**config.mk**
```make
export PLATFORM = sky130hd
export DESIGN_NAME = if_id_skid_reg
export DESIGN_NICKNAME = d
export VERILOG_FILES = /design/src/rtl/if_id_skid_reg.sv
export SDC_FILE = /design/constraint.sdc
export NUM_CORES = 1
export LEC_CHECK = 0
export ABC_AREA = 1
export CAP_MARGIN = 40
export CORE_UTILIZATION = 38
export CTS_CLUSTER_DIAMETER = 40
export DETAILED_ROUTE_END_ITERATION = 16
export PLACE_DENSITY = 0.66
export SETUP_SLACK_MARGIN = 0.3
export SLEW_MARGIN = 20
export SYNTH_ARGS = -nofsm -noshare
export SYNTH_HDL_FRONTEND = slang
export SYNTH_SLANG_ARGS = --single-unit
```
**constraint.sdc**
```tcl
create_clock -name clk -period 8.71 [get_ports clk]
set_input_delay 1.742 -clock clk [delete_from_list [all_inputs] [get_ports clk]]
set_output_delay 1.742 -clock clk [all_outputs]
set_load 0.01 [all_outputs]
```
**src/rtl/if_id_skid_reg.sv**
```systemverilog
// IF/ID boundary register: valid/ready handshake, optional second (skid) entry,
// synchronous flush that bubbles a NOP, and a saturating count of discarding flushes.
module if_id_skid_reg #(
  parameter int              XLEN      = 32,
  parameter logic [XLEN-1:0] NOP_INSTR = XLEN'(32'h00000013),
  parameter int              SKID      = 1,
  parameter int              CNT_W     = 8
) (
  input  logic             clk,
  input  logic             rst_n,
  input  logic             flush,
  input  logic             in_valid,
  output logic             in_ready,
  input  logic [XLEN-1:0]  in_pc,
  input  logic [XLEN-1:0]  in_pc_nxt,
  input  logic [XLEN-1:0]  in_instr,
  output logic             out_valid,
  input  logic             out_ready,
  output logic [XLEN-1:0]  out_pc,
  output logic [XLEN-1:0]  out_pc_nxt,
  output logic [XLEN-1:0]  out_instr,
  output logic [1:0]       occupancy,
  output logic [CNT_W-1:0] flush_cnt
);

  typedef enum logic [1:0] {
    ST_EMPTY = 2'd0,
    ST_ONE   = 2'd1,
    ST_TWO   = 2'd2
  } state_t;

  typedef struct packed {
    logic [XLEN-1:0] pc;
    logic [XLEN-1:0] pc_nxt;
    logic [XLEN-1:0] instr;
  } entry_t;

  // The head register is reloaded with this bubble whenever the block empties,
  // so the outputs are driven straight from flops with no output mux.
  localparam entry_t EMPTY_ENTRY = '{pc: '0, pc_nxt: '0, instr: NOP_INSTR};

  state_t     state_reg, state_next;
  entry_t     main_reg, main_next;
  entry_t     skid_reg, skid_next;
  logic [CNT_W-1:0] flush_cnt_reg, flush_cnt_next;
  entry_t     in_entry;
  logic       accept_in;
  logic       accept_out;

  assign in_entry   = '{pc: in_pc, pc_nxt: in_pc_nxt, instr: in_instr};
  assign accept_in  = in_valid & in_ready;
  assign accept_out = out_valid & out_ready;

  // State register
  always_ff @(posedge clk or negedge rst_n) begin
    if (!rst_n) begin
      state_reg     <= ST_EMPTY;
      main_reg      <= EMPTY_ENTRY;
      flush_cnt_reg <= '0;
    end else begin
      state_reg     <= state_next;
      main_reg      <= main_next;
      flush_cnt_reg <= flush_cnt_next;
    end
  end

  // The skid entry is only observable after being moved into main, so it needs no reset.
  always_ff @(posedge clk) begin
    skid_reg <= skid_next;
  end

  // Next-state logic
  always_comb begin
    state_next     = state_reg;
    main_next      = main_reg;
    skid_next      = skid_reg;
    flush_cnt_next = flush_cnt_reg;

    if (flush) begin
      state_next = ST_EMPTY;
      main_next  = EMPTY_ENTRY;
      if ((state_reg != ST_EMPTY) && !(&flush_cnt_reg)) begin
        flush_cnt_next = flush_cnt_reg + CNT_W'(1);
      end
    end else begin
      case (state_reg)
        ST_EMPTY: begin
          if (accept_in) begin
            state_next = ST_ONE;
            main_next  = in_entry;
          end
        end
        ST_ONE: begin
          if (accept_in && accept_out) begin
            main_next = in_entry;
          end else if (accept_in && (SKID != 0)) begin
            state_next = ST_TWO;
            skid_next  = in_entry;
          end else if (accept_out) begin
            state_next = ST_EMPTY;
            main_next  = EMPTY_ENTRY;
          end
        end
        ST_TWO: begin
          if (accept_out) begin
            state_next = ST_ONE;
            main_next  = skid_reg;
          end
        end
        default: begin
          state_next = ST_EMPTY;
          main_next  = EMPTY_ENTRY;
        end
      endcase
    end
  end

  // Output logic
  always_comb begin
    out_valid = 1'b0;
    occupancy = 2'd0;
    case (state_reg)
      ST_ONE: begin
        out_valid = 1'b1;
        occupancy = 2'd1;
      end
      ST_TWO: begin
        out_valid = 1'b1;
        occupancy = 2'd2;
      end
      default: begin
        out_valid = 1'b0;
        occupancy = 2'd0;
      end
    endcase
  end

  assign out_pc     = main_reg.pc;
  assign out_pc_nxt = main_reg.pc_nxt;
  assign out_instr  = main_reg.instr;
  assign flush_cnt  = flush_cnt_reg;

  generate
    if (SKID != 0) begin : g_skid
      // Registered ready: low exactly while both entries are occupied.
      logic in_ready_reg;
      always_ff @(posedge clk or negedge rst_n) begin
        if (!rst_n) begin
          in_ready_reg <= 1'b1;
        end else begin
          in_ready_reg <= (state_next != ST_TWO);
        end
      end
      assign in_ready = in_ready_reg;
    end else begin : g_single
      assign in_ready = ~out_valid | out_ready;
    end
  endgenerate

endmodule

```
==> summary.md <==
| Metric | Value |
|---|---|
| Startpoint types | `flip-flop` |
| Worst EP required | `6.97 ns` |
| Flops & latches, synth | `203` |
| Number of diodes | `0` |
| Fin crit share | `0.467` |
| Syn_nets | `1144` |
| Post-CTS setup buffer count | `0` |
| Placed cells | `1505` |
| Mux contribution to synthesized area | `0` |
| Post-Syn Area per Cell | `8.94 um^2` |
| Clk_lat worst skew | `0.50 ns` |
| Largest net degree at the start of global routing | `63` |
| Slew Limit Fails | `0` |
| Yosys top cell area share | `0.311` |
| Sink Count | `203` |
| Post-route cell area | `12800 um^2` |
| CP Class | `flip-flop to output pin` |
| Outcome | `finished clean` |
| Post-synthesis compound-gate area fraction | `0.00756` |
| Sw Share | `0.291` |
| Arr. time, crit path | `2.33 ns` |
| Max Fclk | `246 MHz` |
| Inserted Clock Buffers | `34` |
| Unrepaired setup endpoints after global routing | `no` |
| Max-Cap Viols | `0` |
| Most frequent cell after synthesis | `nand2_1` |
| Clock power frac | `0.419` |
| Hold WC Path Type | `flip-flop to flip-flop` |
| EDFF count, synth | `96` |
| Overall Power | `0.00321 W` |
| Max Buffers Root-to-Sink | `3` |
| Synth Area in Simple Gates | `0.334` |
| Number of flip-flops in the largest register | `96` |
| Worst vdd ir | `154 uV` |
| Power Dens Cells | `250 nW/um^2` |
| Fraction of registers with async set/reset | `0.527` |
| Pleak | `5.58 nW` |
| Layout cells sized above 1 | `0.0737` |
| Tot GR Track Use | `0.211` |
| Internal | `0.00227 W` |
| Die Ht | `158 um` |
| Post-CTS Resized | `0` |
| Drt via density | `5.10` |
| Top cell type by total area after synthesis | `edfxtp_1` |
| Vias in the first global route | `7690` |
| Largest family of logic cells by synthesized area | `simple AND/OR/NAND/NOR gates` |
| H-Tree Depth | `2` |
| Grt ovf | `0` |
| Worst reg2reg path depth | `7` |
| Synthesized area | `9270 um^2` |
| Hold Buf Count CTS | `0` |
| DRT Wirelength | `26200 um` |
| Core area | `23700 um^2` |
| Adder-Cell Fraction of Synth Area | `0.00810` |
| DR iter-0 viols | `443` |
| Yosys warns | `0` |
| Synth Instances | `1037` |
| R2R setup slack | `4.75 ns` |
| Xor and xnor area share after synthesis | `0.00472` |
| Hold-critical path depth | `2` |
| Ports | `209` |
| Skew final | `0.00804 ns` |
| Min cycle time layout | `4.07 ns` |
| Detail Placement HPWL | `15800 um` |
| Post-synth top cells | `415 x nand2_1, 288 x nand3_1, 103 x dfrtp_1` |
| Clk root buf | `clkbuf_16` |
| Critical Path End Type | `output pin` |
| Worst-margin pin slew | `0.737 ns` |
| Drt pass-1 iters | `5` |
| Cell Count, Final, Fillers Out | `1568` |
| Nets | `1330` |
| GPL Wtd Cong | `0.776` |
| Row cnt | `56` |
| Finish-stage setup viols | `0` |
| Sequential-to-total area share from yosys stat | `0.600` |
| Sequential power share | `0.368` |
| Port Buf Inserts | `208` |
| Starting Density | `0.391` |
| DRT antenna net count | `0` |
| Crit Path Max Fanout | `39` |
| Net switching power | `0.000935 W` |
| Synth cell types | `28` |
| Clk pin slew, worst setup/hold paths | `0.05 ns` |
| Top post-synthesis cells by area | `edfxtp_1 31%, dfrtp_1 28%, nand2_1 17%` |
| Dpl cell area | `11600 um^2` |
| Setup Total Neg Slack | `0 ns` |
| Comb power frac | `0.213` |
| DRC | `0` |
| Fin util | `0.541` |
| DR WL/cell | `16.7 um` |
| Sequential cell area | `5570 um^2` |
| Initial antenna violation count | `0` |
| FILL cells | `2191` |
| Die Area | `25000 um^2` |
| Slew headroom | `0.509` |
| Synthesis-to-finish area growth | `38.3%` |
| First-pass GRT wire length | `41200 um` |
| Die Span X | `158 um` |
| Via count | `7995` |
| CTS tree | `built` |
| Hold Fails Final Rpt | `0` |
| Area of the multi-input gates | `3340 um^2` |
| Predominant post-synthesis flop cell | `dfrtp_1` |
stage by stage:
step,hold WS (ns),setup WS (ns)
after global placement,0.494,3.40
final,0.506,4.64
after global routing,0.528,4.52
after CTS,0.508,4.64
after floorplan,0.509,2.12
after detailed placement,0.494,4.18
cell type report:
cell class / instances / area share
Tap cell: 319 / 0.0311
Timing Repair Buffer: 223 / 0.178
Inverter: 17 / 0.00508
Sequential cell: 203 / 0.434
Clock inverter: 21 / 0.0155
Multi-Input combinational cell: 744 / 0.260
Clock buffer: 41 / 0.0757
logic make-up (layout without fill, tap and decap cells):
logic type	count (synthesis)	count (layout)
AO/OA/AOI/OAI	11	11
XOR/XNOR	5	5
flip-flops	203	203
AND/OR/NAND/NOR	722	722
adder cells (fa/ha/maj)	6	6
buffers and inverters	90	302
routing by layer:
metal | track usage | share of wire | routed length (um)
met5 | 0 | 0 | 0
met2 | 0.344 | 0.48 | 12500
met4 | 0.0540 | 0.014 | 378
met1 | 0.284 | 0.43 | 11400
met3 | 0.0460 | 0.076 | 1980
worst max-delay path, stage by stage (launching register included):
cell and delay [ns]:
dfrtp_1 0.46, inv_1 0.17, ha_4 0.53, clkdlybuf4s50_1 0.67
path summary, 6_finish.rpt:
check | from | to
min reg2reg | out_pc_nxt[6] | out_pc_nxt[6]
max | state_reg[1] | occupancy[0]
min | out_pc_nxt[6] | out_pc_nxt[6]
max reg2reg | state_reg[1] | skid_reg[13]
max in group asynchronous | rst_n | out_instr[31]
min in group asynchronous | rst_n | out_pc[21]
layout by cell type, fill, tap and decap left out, drive strengths merged:
master | Yosys | final
bufinv | 0 | 2
nand4 | 1 | 1
xor2 | 1 | 1
nand3b | 1 | 1
clkbuf | 28 | 41
a21boi | 1 | 1
buf | 45 | 16
or2 | 1 | 1
edfxtp | 96 | 96
dfrtp | 103 | 103
a22oi | 2 | 2
nor2b | 1 | 1
inv | 17 | 22
dfstp | 4 | 4
a21oi | 3 | 3
o21ai | 5 | 5
nor2 | 14 | 14
ha | 6 | 6
clkinvlp | 0 | 4
clkdlybuf4s50 | 0 | 207
clkinv | 0 | 10
xnor2 | 4 | 4
nand2 | 416 | 416
nand3 | 288 | 288
power by group through the flow:
stage / clock [W] / combinational, W / sequential [W]
CTS: 0.00137 / 0.000690 / 0.00118
finish: 0.00135 / 0.000682 / 0.00118
global route: 0.00141 / 0.000751 / 0.00119
global placement: 0 / 0.000659 / 0.00120
floorplan: 0 / 0.000308 / 0.00122
detailed placement: 0 / 0.000685 / 0.00120
(Power assumes the default switching activity.)
